<file path="config.mk">
export PLATFORM = sky130hd
export DESIGN_NAME = p601_sysctl
export DESIGN_NICKNAME = d
export VERILOG_FILES = /design/src/rtl/p601_sysctl.sv
export SDC_FILE = /design/constraint.sdc
export NUM_CORES = 1
export LEC_CHECK = 0
export ABC_AREA = 1
export CORE_AREA = 4 4 72 74
export DETAILED_ROUTE_END_ITERATION = 6
export DIE_AREA = 0 0 76 78
export GPL_TIMING_DRIVEN = 0
export PLACE_DENSITY = 0.92
export REMOVE_ABC_BUFFERS = 1
export SYNTH_ARGS = -nofsm -noshare
export SYNTH_HDL_FRONTEND = slang
export SYNTH_SLANG_ARGS = --single-unit
</file>
<file path="constraint.sdc">
create_clock -name clk_in -period 3.65 [get_ports clk_in]
set_clock_uncertainty 0.1 [all_clocks]
set_input_delay 0.365 -clock clk_in [delete_from_list [all_inputs] [get_ports clk_in]]
set_output_delay 0.365 -clock clk_in [all_outputs]
set_load 0.005 [all_outputs]
</file>
<file path="src/rtl/p601_sysctl.sv">
// p601zero system controller: CPU clock divider, CPU reset sequencer with
// soft-reset re-entry, periodic interrupt timers with pending/mask/ack/overrun,
// and the 7-segment digit-power multiplex strobes.
module p601_sysctl #(
    parameter int unsigned                   CPU_DIV    = 3,
    parameter int unsigned                   RES_CYCLES = 4,
    parameter int unsigned                   NUM_IRQ    = 2,
    parameter logic [32*NUM_IRQ-1:0]         IRQ_DIV    = {32'd12000, 32'd240000},
    parameter int unsigned                   MUX_DIV    = 2
) (
    input  logic               clk_in,
    input  logic               b_reset,
    input  logic               soft_rst,
    input  logic [NUM_IRQ-1:0] irq_mask,
    input  logic [NUM_IRQ-1:0] irq_ack,
    output logic               sys_clk,
    output logic               sys_clk_rise,
    output logic               sys_res,
    output logic [NUM_IRQ-1:0] irq_pend,
    output logic [NUM_IRQ-1:0] irq_ovr,
    output logic               sys_irq,
    output logic               led_pow_h,
    output logic               led_pow_l
);

    // Largest timer period across all channels, used to size the shared counter width.
    function automatic longint unsigned max_div();
        longint unsigned m;
        m = 64'd2;
        for (int i = 0; i < int'(NUM_IRQ); i++) begin
            if (64'(IRQ_DIV[32*i +: 32]) > m) begin
                m = 64'(IRQ_DIV[32*i +: 32]);
            end
        end
        return m;
    endfunction

    localparam int DW = $clog2(CPU_DIV + 1);
    localparam int RW = $clog2(RES_CYCLES + 1);
    localparam int MW = $clog2(MUX_DIV + 1);
    localparam int TW = $clog2(max_div() + 64'd1);

    typedef enum logic [1:0] {
        HOLD  = 2'd0,
        COUNT = 2'd1,
        RUN   = 2'd2
    } rst_state_t;

    rst_state_t         state_r;
    logic [DW-1:0]      div_cnt_r;
    logic               sys_clk_r;
    logic               sys_clk_rise_r;
    logic [RW-1:0]      res_cnt_r;
    logic               sys_res_r;
    logic [TW-1:0]      tmr_r [NUM_IRQ];
    logic [NUM_IRQ-1:0] pend_r;
    logic [NUM_IRQ-1:0] ovr_r;
    logic               sys_irq_r;
    logic [MW-1:0]      mux_cnt_r;
    logic               led_h_r;
    logic               led_l_r;

    logic               div_wrap_s;
    logic               rise_s;
    logic               soft_accept_s;
    logic [NUM_IRQ-1:0] tick_s;

    // Divider wrap, the sys_clk 0->1 edge, and an accepted soft reset request.
    always_comb begin
        div_wrap_s    = (div_cnt_r == DW'(CPU_DIV - 1));
        rise_s        = div_wrap_s && !sys_clk_r;
        soft_accept_s = (state_r == RUN) && soft_rst;
    end

    // Per-channel tick on the last count of each timer period.
    always_comb begin
        for (int i = 0; i < int'(NUM_IRQ); i++) begin
            tick_s[i] = (tmr_r[i] == TW'(IRQ_DIV[32*i +: 32] - 32'd1));
        end
    end

    // Free-running CPU clock divider; soft reset never disturbs it.
    always_ff @(posedge clk_in or negedge b_reset) begin
        if (!b_reset) begin
            div_cnt_r      <= '0;
            sys_clk_r      <= 1'b0;
            sys_clk_rise_r <= 1'b0;
        end else if (div_wrap_s) begin
            div_cnt_r      <= '0;
            sys_clk_r      <= ~sys_clk_r;
            sys_clk_rise_r <= ~sys_clk_r;
        end else begin
            div_cnt_r      <= div_cnt_r + DW'(1);
            sys_clk_rise_r <= 1'b0;
        end
    end

    // CPU reset sequencer: hold, count sys_clk rises, run until a soft reset re-enters.
    always_ff @(posedge clk_in or negedge b_reset) begin
        if (!b_reset) begin
            state_r   <= HOLD;
            res_cnt_r <= '0;
            sys_res_r <= 1'b1;
        end else begin
            case (state_r)
                HOLD: begin
                    state_r   <= COUNT;
                    res_cnt_r <= RW'(RES_CYCLES);
                    sys_res_r <= 1'b1;
                end
                COUNT: begin
                    if (rise_s) begin
                        res_cnt_r <= res_cnt_r - RW'(1);
                        if (res_cnt_r == RW'(1)) begin
                            sys_res_r <= 1'b0;
                            state_r   <= RUN;
                        end
                    end
                end
                RUN: begin
                    if (soft_rst) begin
                        sys_res_r <= 1'b1;
                        res_cnt_r <= RW'(RES_CYCLES);
                        state_r   <= COUNT;
                    end
                end
                default: begin
                    state_r   <= HOLD;
                    res_cnt_r <= '0;
                    sys_res_r <= 1'b1;
                end
            endcase
        end
    end

    // Periodic timers with pending/overrun; a tick beats a same-cycle ack for pending.
    always_ff @(posedge clk_in or negedge b_reset) begin
        if (!b_reset) begin
            for (int i = 0; i < int'(NUM_IRQ); i++) begin
                tmr_r[i] <= '0;
            end
            pend_r <= '0;
            ovr_r  <= '0;
        end else if (sys_res_r || soft_accept_s) begin
            for (int i = 0; i < int'(NUM_IRQ); i++) begin
                tmr_r[i] <= '0;
            end
            pend_r <= '0;
            ovr_r  <= '0;
        end else begin
            for (int i = 0; i < int'(NUM_IRQ); i++) begin
                if (tick_s[i]) begin
                    tmr_r[i]  <= '0;
                    pend_r[i] <= 1'b1;
                    if (irq_ack[i]) begin
                        ovr_r[i] <= 1'b0;
                    end else if (pend_r[i]) begin
                        ovr_r[i] <= 1'b1;
                    end else begin
                        ovr_r[i] <= ovr_r[i];
                    end
                end else begin
                    tmr_r[i] <= tmr_r[i] + TW'(1);
                    if (irq_ack[i]) begin
                        pend_r[i] <= 1'b0;
                        ovr_r[i]  <= 1'b0;
                    end
                end
            end
        end
    end

    // Masked interrupt summary, one cycle behind pending/mask.
    always_ff @(posedge clk_in or negedge b_reset) begin
        if (!b_reset) begin
            sys_irq_r <= 1'b0;
        end else begin
            sys_irq_r <= |(pend_r & irq_mask);
        end
    end

    // Digit-power multiplex strobes, running regardless of CPU reset.
    always_ff @(posedge clk_in or negedge b_reset) begin
        if (!b_reset) begin
            mux_cnt_r <= '0;
            led_h_r   <= 1'b0;
            led_l_r   <= 1'b1;
        end else if (mux_cnt_r == MW'(MUX_DIV - 1)) begin
            mux_cnt_r <= '0;
            led_h_r   <= ~led_h_r;
            led_l_r   <= led_h_r;
        end else begin
            mux_cnt_r <= mux_cnt_r + MW'(1);
        end
    end

    assign sys_clk      = sys_clk_r;
    assign sys_clk_rise = sys_clk_rise_r;
    assign sys_res      = sys_res_r;
    assign irq_pend     = pend_r;
    assign irq_ovr      = ovr_r;
    assign sys_irq      = sys_irq_r;
    assign led_pow_h    = led_h_r;
    assign led_pow_l    = led_l_r;

endmodule

</file>
# After elaboration in Yosys (flattened, before gate mapping)
# Index checks and enable logic that the tools add are counted.
# word_totals
regBits	55
inputBits	7
# op_classes
mux	29
n_reduce_logical	14
eq_ne	10
addsub	5
bitwise_logic	3
# op_table
operator	count
$add A18 B1 Y18 const B	2
$mux W18	2
$mux W36	1
$eq A18 B14 Y1 const B	1
$eq A18 B18 Y1 const B	1
$mux W1	14
$mux W2	7
$reduce_bool A3 Y1	4
$pmux W3 S3	1
$mux W3	2
$ne A2 B2 Y1 const B	3
$pmux W2 S3	1
$reduce_and A2 Y1	3
$add A2 B1 Y2 const B	2
$eq A2 B1 Y1 const B	2
$eq A2 B2 Y1 const B	2
$eq A3 B1 Y1 const B	1
$reduce_and A3 Y1	1
$sub A3 B1 Y3 const B	1
$and A2 B2 Y2	1
$logic_and A1 B1 Y1	2
$logic_not A2 Y1	1
$not A1 Y1	2
$pmux W1 S2	1
other kinds (3)	3

# Depth between registers and ports, before layout
# Gate-level depths: netlist of the first run.
# depth
ltp_word	5
ltp_mapped	8
mapped_depth_nobuf	8

# Least setup slack after synthesis of the first run
# OpenSTA, ideal clock, no wires.
# synth_timing
kind	reg2reg
start	register tmr_r[18] (netlist name)
end	register tmr_r[23] (netlist name)
synth_period_minus_slack_ns	1.395
path_stages_with_launch	9
t_arrival_ns	1.175
required_ns	3.430
path_slack_ns	2.255
setup_ns	0.120
cell_sequence	dfrtp_1 > ha_1 > nand3_2 > inv_2 > nand3_1 > nor2_4 > nor2_4 > inv_2 > nor2_1
# synth_via
elab_chain_cells	3
elab_cells_between_ends	4
cone_classes	1 x add/sub; 1 x eq/ne; 2 x mux
# synth_lines
element	line	text
start: declaration	55	logic [TW-1:0] tmr_r [NUM_IRQ];
start signal: indexed assignment	163	tmr_r[i] <= tmr_r[i] + TW'(1);
$add A18 B1 Y18 / $eq A18 B18 Y1 (equally long branches)	163, 78	
$mux W18 (*)	152	if (tick_s[i]) begin
$mux W36 (*)	144	end else if (sys_res_r || soft_accept_s) begin
# Mark *: on every way between the ends. The rest lies on a longest branch, timed or not.
# A chain may end at the register's enable or synchronous reset.

# Final worst setup path of the first run
# layout_timing
start	register sys_res_r, in the netlist sys_res
end	output port sys_res
# layout_rtl
element	line	text
start: declaration	54	logic sys_res_r;
start signal: assignment	103	sys_res_r <= 1'b1;
start signal: assignment	109	sys_res_r <= 1'b1;
start signal: assignment	115	sys_res_r <= 1'b0;
end: declaration	18	output logic sys_res,
# No word-level cell between the ends.

==> qor.csv, run 1 <==
metric,value,unit
postcts setup bufs,0,
first-pass GRT wire length,9418,µm
Die Y,78,µm
CTS tree,yes,
WP buf/inv,1,
Top Family by Delay on Critical Path,flip-flops,
"Slew Viols, Final",0,
Post-DRT Antenna Nets,0,
antenna fix cells,0,
pre-CTS setup slack,1.658,ns
Mapped Avg Cell Area,8.082,µm²
Yosys cell types,30,
total track usage,0.1940,
vias per cell,5.169,
share of layout cells above drive strength 1,0.08719,
post-synth top area share,0.4799,
worst path arrival time,1.35,ns
post-synthesis xor/xnor area fraction,0.06021,
core area,4598,µm²
row count,25,
adder-cell area share of the yosys netlist,0.01811,
post-detail-place hpwl,3762,µm
Root Buffer,clkbuf_8,
#FFs+latches synth,55,
port bufs,16,
DR WL/cell,11.93,µm
# setup viols final,0,
Setup TNS,0,ns
outcome,completed,
Synthesis Warnings,0,
Fin. Hold Viols,0,
Simple-Gate Fraction of Synth Area,0.3219,
Pre-Repair DR Iteration Count,4,
Worst-path clk slew,0.10,ns
CP max stage delay,0.55,ns
GP Congestion,0.9300,
area grow syn2layout,12.49,%
CP max stage cell,dfstp_2,
worst hold path class,flip-flop to flip-flop,
CTS sink cnt,55,
drt drc,0,
critical-path cell list,clkdlybuf4s50_1,
CP max FO,3,
via count,2176,
mux share of post-synthesis cell area,0.004074,
total grt overflow,0,
cell count after synthesis,342,
# IOs,17,
drt total wl,5021,µm
Total Die Area,5928,µm²
Layout Nets,377,
pin count of the biggest net entering global routing,34,
number of global-route vias before repair,2148,
CTS Buf Count,5,
# H-tree levels,2,
crit path time final,1.816,ns
WS Path Type,flip-flop to output port,
utilization after layout,0.6762,
max_slew headroom,0.6557,
Max VDD drop,307.9,µV
max cap viols,0,
Compound-Gate Fraction of Synth Area,0.04074,
sequential area share after synthesis,0.4989,
die width,76,µm
Slew @ Worst Pin,0.5165,ns
Initial Util,0.6011,
final setup margin,1.834,ns
post-cts sizing count,0,
antenna violations before repair,0,
"Clk Latency, worst-skew pair",0.31,ns
CP Capture Type,output port,
Iteration-0 DRC Markers,153,
synthesized cell area,2764,µm²
PwrDens,411.7,nW/µm²
RSZ-0062 raised after global routing,no,
cell taking the most area after synthesis,dfrtp_1,
required time worst endpoint,3.18,ns
largest family of logic cells by synthesized area,simple AND/OR/NAND/NOR gates,
top post-synthesis cells by area,"dfrtp_1, nor2_1, nand2_1, inv_1, xor2_1",
Startpoint Class,flip-flop,
period utilization,0.4975,
clk buf depth,2,
FMAX,550.7,MHz
Lkg Pwr,1.320,nW
-- cells in the mapped netlist --
library cell / count
nor2_1: 81
nand2_1: 75
dfrtp_1: 53
inv_1: 37
nand3_1: 15
xor2_1: 15
o21ai_0: 8
a21oi_1: 6
nand2_2: 6
nor3_1: 5
ha_1: 4
nand4_1: 4
xnor2_1: 4
inv_2: 3
nor2_2: 3
nor2_4: 3
o21bai_1: 3
dfstp_2: 2
nand3_2: 2
nand3b_1: 2
nor3b_1: 2
a22o_1: 1
and2_1: 1
buf_2: 1
mux2_2: 1
nor3_2: 1
nor3_4: 1
nor4_1: 1
o21ai_1: 1
o22ai_1: 1
-- state kept, by name, indices dropped and copies added, names as in the netlist --
signal / flops
sys_res: 1
sys_irq: 1
sys_clk: 1
mux_cnt_r: 2
div_cnt_r: 2
led_pow_l: 1
state_r: 2
irq_pend: 2
tmr_r: 36
irq_ovr: 2
sys_clk_rise: 1
led_pow_h: 1
res_cnt_r: 3
-- final cells by class --
type | instances | area, µm²
multi-input cells | 246 | 1230
repair buffers | 18 | 185.2
well taps | 54 | 67.56
flip-flops and latches | 55 | 1379
clock buffers | 5 | 68.82
clock inverters | 3 | 28.78
inverters | 40 | 150.1
fillers | 363 | 1489
-- metrics by stage --
| stage | hold slack (ns) | instance area, µm² | power (mW) | instances |
|---|---|---|---|---|
| after floorplan | -0.03059 | 2759 | 0.8633 | 341 |
| after CTS | 0.3541 | 3109 | 1.294 | 421 |
| after global placement | 0.3290 | 2987 | 0.9286 | 411 |
| after global routing | 0.3872 | 3109 | 1.371 | 421 |
| after detailed placement | 0.2640 | 3002 | 0.9418 | 412 |
| final | 0.3484 | 3109 | 1.280 | 421 |
-- path summary, 6_finish.rpt --
check                                       startpoint                endpoint  slack, ns  depth (start not counted)
worst min-delay path            div_cnt_r[1]$_DFF_PN0_  div_cnt_r[0]$_DFF_PN0_       0.35                          1
worst max-delay path               sys_res$_DFFE_PN1P_                 sys_res       1.83                          1
worst min register to register  div_cnt_r[1]$_DFF_PN0_  div_cnt_r[0]$_DFF_PN0_       0.35                          1
max in group asynchronous                      b_reset     sys_res$_DFFE_PN1P_       2.39                          3
worst max register to register      tmr_r[0]$_DFF_PN0_     tmr_r[14]$_DFF_PN0_       2.01                          6
min in group asynchronous                      b_reset     tmr_r[15]$_DFF_PN0_       0.45                          2
-- placed cells by master (no fill, tap or decap), types with 2 or more instances in the layout --
| master | n |
|---|---|
| nand2_2 | 6 |
| clkbuf_8 | 5 |
| o21ai_0 | 8 |
| nand3_1 | 15 |
| nor2_4 | 3 |
| nand3b_1 | 2 |
| ha_1 | 4 |
| nand2_1 | 75 |
| clkdlybuf4s50_1 | 15 |
| xnor2_1 | 4 |
| nor3_1 | 5 |
| inv_1 | 37 |
| nor2_1 | 81 |
| clkinv_4 | 2 |
| a21oi_1 | 6 |
| nor3b_1 | 2 |
| nand4_1 | 4 |
| dfrtp_1 | 53 |
| xor2_1 | 15 |
| inv_2 | 3 |
| o21bai_1 | 3 |
| nor2_2 | 3 |
| dfstp_2 | 2 |
| nand3_2 | 2 |
-- what timing repair did --
| item | in CTS | in global routing |
|---|---|---|
| hold buffers | 1 | 0 |
| endpoints found under the setup margin | 0 | 0 |
| hold endpoints to repair | 21 | 0 |
-- cells by family (layout without fill, tap and decap cells) --
| kind of cell | count (synthesis) | after routing |
|---|---|---|
| and+or+nand+nor | 202 | 202 |
| buffers and inverters | 41 | 66 |
| adders and majority gates | 4 | 4 |
| xor gates and xnor gates | 19 | 19 |
| DFF | 55 | 55 |
| muxes | 1 | 1 |
| AOI/OAI and AO/OA | 20 | 20 |
-- per-layer routing --
layer / vias to the layer above / GRT usage / share of wire
li1: 1108 / - / -
met1: 1019 / 0.2460 / 0.45
met2: 40 / 0.3305 / 0.50
met3: 9 / 0.03828 / 0.036
met4: 0 / 0.06584 / 0.017
met5: - / 0 / 0
-- report_power, final --
group	total (mW)	internal, mW	switching [mW]	leakage [nW]
Clock	0.350	0.142	0.207	0.0502
Sequential	0.688	0.652	0.0351	0.745
Combinational	0.243	0.0790	0.164	0.525
Total	1.28	0.874	0.406	1.32
No activity file was read; power rests on OpenSTA's default activity.
==> run 2, diff against run 1 <==
--- a/config.mk
+++ b/config.mk
@@ -6,11 +6,11 @@
 export NUM_CORES = 1
 export LEC_CHECK = 0
 export ABC_AREA = 1
-export CORE_AREA = 4 4 72 74
+export CORE_AREA = 4 4 74 76
 export DETAILED_ROUTE_END_ITERATION = 6
-export DIE_AREA = 0 0 76 78
+export DIE_AREA = 0 0 78 80
 export GPL_TIMING_DRIVEN = 0
-export PLACE_DENSITY = 0.92
+export PLACE_DENSITY = 0.88
 export REMOVE_ABC_BUFFERS = 1
 export SYNTH_ARGS = -nofsm -noshare
 export SYNTH_HDL_FRONTEND = slang
==> constraint.sdc (replaced) <==
create_clock -name clk_in -period 1.85 [get_ports clk_in]
set_clock_uncertainty 0.1 [all_clocks]
set_input_delay 0.185 -clock clk_in [delete_from_list [all_inputs] [get_ports clk_in]]
set_output_delay 0.185 -clock clk_in [all_outputs]
set_load 0.005 [all_outputs]
==> run 2 against run 1 <==
Register-to-register slack worse by 1.8 ns. Via count down 0.37%. Critical path depth unchanged. Setup slack worse by 1.6 ns. Core utilization down 1.7 points. Global-route usage down 1.7 points. Sequential power up 96%. Total power up 94%. Clock power up 86%. Critical path type unchanged. Largest cell class unchanged.
==> qor.csv, run 2 (synthesis gave the netlist of run 1 again) <==
metric,value,unit,change
period utilization,0.8868,,
Int Pwr,1.708,mW,was 0.8739 mW
CTS Buf Count,5,,unchanged
Max VDD drop,839.8,µV,was 307.9 µV
FMAX,609.6,MHz,
# IOs,17,,unchanged
pin count of the biggest net entering global routing,35,,was 34
Tot Pwr,2.488,mW,was 1.280 mW
Post-DRT Antenna Nets,0,,unchanged
Worst-path clk slew,0.09,ns,was 0.10 ns
top flop regs,"tmr_r (36), res_cnt_r (3)",,unchanged
port bufs,16,,unchanged
Top Family by Delay on Critical Path,flip-flops,,unchanged
GP Congestion,0.8876,,was 0.9300
area of the multi-input gates,1230,µm²,unchanged
outcome,completed,,unchanged
Lkg Pwr,1.311,nW,was 1.320 nW
Total Die Area,6240,µm²,was 5928 µm²
"Clk Latency, worst-skew pair",0.31,ns,about the same
RSZ-0062 raised after global routing,no,,unchanged
combinational power share,0.194,,was 0.190
GR Util met1,0.2217,,was 0.2460
post-detail-place hpwl,3662,µm,was 3762 µm
total grt overflow,0,,unchanged
Root Buffer,clkbuf_8,,unchanged
CP max FO,3,,unchanged
WS Path Type,flip-flop to output port,,unchanged
post-layout instance area,3113,µm²,was 3109 µm²
drt total wl,4792,µm,was 5021 µm
Startpoint Class,flip-flop,,unchanged
Clk pwr share,0.262,,was 0.273
vias per cell,4.995,,was 5.169
max_slew headroom,0.6779,,was 0.6557
number of global-route vias before repair,2081,,"was 2,148"
CP max stage delay,0.55,ns,about the same
Iteration-0 DRC Markers,137,,was 153
Largest register FFs,36,,unchanged
antenna violations before repair,0,,unchanged
area occupied by registers,1379,µm²,unchanged
Biggest register,tmr_r,,unchanged
worst hold path class,input port to async pin,,was flip-flop to flip-flop
# H-tree levels,2,,unchanged
row count,25,,unchanged
critical-path cell list,clkdlybuf4s50_1,,unchanged
DR WL/cell,11.04,µm,was 11.93 µm
die width,78,µm,was 76 µm
Layout Nets,377,,unchanged
antenna fix cells,0,,unchanged
required time worst endpoint,1.56,ns,was 3.18 ns
drt drc,0,,unchanged
total track usage,0.1767,,was 0.1940
first-pass GRT wire length,8866,µm,was 9418 µm
CP Capture Type,output port,,unchanged
worst path arrival time,1.36,ns,was 1.35 ns
met2 GRT Util,0.3031,,was 0.3305
Fin. Hold Viols,0,,unchanged
switching share of power,0.3138,,was 0.3173
WP buf/inv,1,,unchanged
NetSw,0.7808,mW,was 0.4062 mW
register share of total power,0.544,,was 0.537
"Slew Viols, Final",0,,unchanged
gr busiest metal,met2,,unchanged
met3 GRT Util,0.03837,,was 0.03828
Layout fillers,380,,was 363
Min Hold Slack,0.2599,ns,was 0.3484 ns
Initial Util,0.5852,,was 0.6011
Pre-Repair DR Iteration Count,4,,unchanged
CP max stage cell,dfstp_2,,unchanged
# setup viols final,0,,unchanged
clk buf depth,2,,unchanged
"most common cell after layout, fill and taps aside",nor2_1,,unchanged
"Cell Area, Placed",3018,µm²,was 3002 µm²
Die Y,80,µm,was 78 µm
crit path time final,1.641,ns,
area grow syn2layout,12.63,%,was 12.49%
post-cts sizing count,0,,unchanged
via count,2168,,"was 2,176"
Slew @ Worst Pin,0.4832,ns,was 0.5165 ns
CTS tree,yes,,unchanged
"commonest non-fill, non-tap cells in the layout","nor2_1, nand2_1, dfrtp_1",,unchanged
share of layout cells above drive strength 1,0.08447,,was 0.08719
core area,4723,µm²,was 4598 µm²
CTS sink cnt,55,,unchanged
max cap viols,0,,unchanged
PwrDens,799.4,nW/µm²,was 411.7 nW/µm²
## run 2: per-stage QoR
stage	TNS (ns)	cells	setup slack [ns]	util
2_1_floorplan	0	341	0.4462	-
3_3_place_gp	-57.98	424	-1.077	0.6358
3_5_place_dp	0	425	0.05447	0.6389
6_report	0	434	0.2095	0.6591
4_1_cts	0	434	0.1943	0.6591
5_1_grt	0	434	0.1067	0.6591
## run 2: area by class of cell
type / instances / area share
clock buffer: 6 / 0.02331
clock inverter: 2 / 0.004019
tap: 67 / 0.02693
multi-input combinational: 246 / 0.3951
sequential: 55 / 0.4429
inverter: 40 / 0.04823
timing repair buffer: 18 / 0.05949
## run 2: path summary, 6_finish.rpt
| check | cells past startpoint | start | end | slack, ns |
|---|---|---|---|---|
| max | 1 | sys_res$_DFFE_PN1P_ | sys_res | 0.21 |
| min | 2 | b_reset | tmr_r[11]$_DFF_PN0_ | 0.26 |
| max reg2reg | 6 | state_r[0]$_DFFE_PN0P_ | tmr_r[11]$_DFF_PN0_ | 0.23 |
| min reg2reg | 1 | mux_cnt_r[0]$_DFF_PN0_ | mux_cnt_r[0]$_DFF_PN0_ | 0.35 |
| max in group asynchronous | 3 | b_reset | sys_res$_DFFE_PN1P_ | 0.79 |
| min in group clk_in | 1 | mux_cnt_r[0]$_DFF_PN0_ | mux_cnt_r[0]$_DFF_PN0_ | 0.35 |
## run 2: repair_timing
| action | 4_1_cts | 5_1_grt |
|---|---|---|
| buffers inserted | 0 | 0 |
| endpoints found under the hold margin | 20 | 0 |
| hold buffers | 1 | 0 |
## run 2: per-layer routing
metal | vias up | wire length, µm
met4 | 0 | 62
met5 | - | 0
met2 | 44 | 2320
met1 | 1006 | 2201
met3 | 4 | 206
li1 | 1114 | -
## run 2: power by group through the flow
stage	Combinational (mW)	Clock, mW	Sequential (mW)
3_5_place_dp	0.486	0	1.38
6_report	0.483	0.651	1.35
3_3_place_gp	0.460	0	1.37
2_1_floorplan	0.339	0	1.36
5_1_grt	0.569	0.711	1.37
4_1_cts	0.493	0.666	1.35
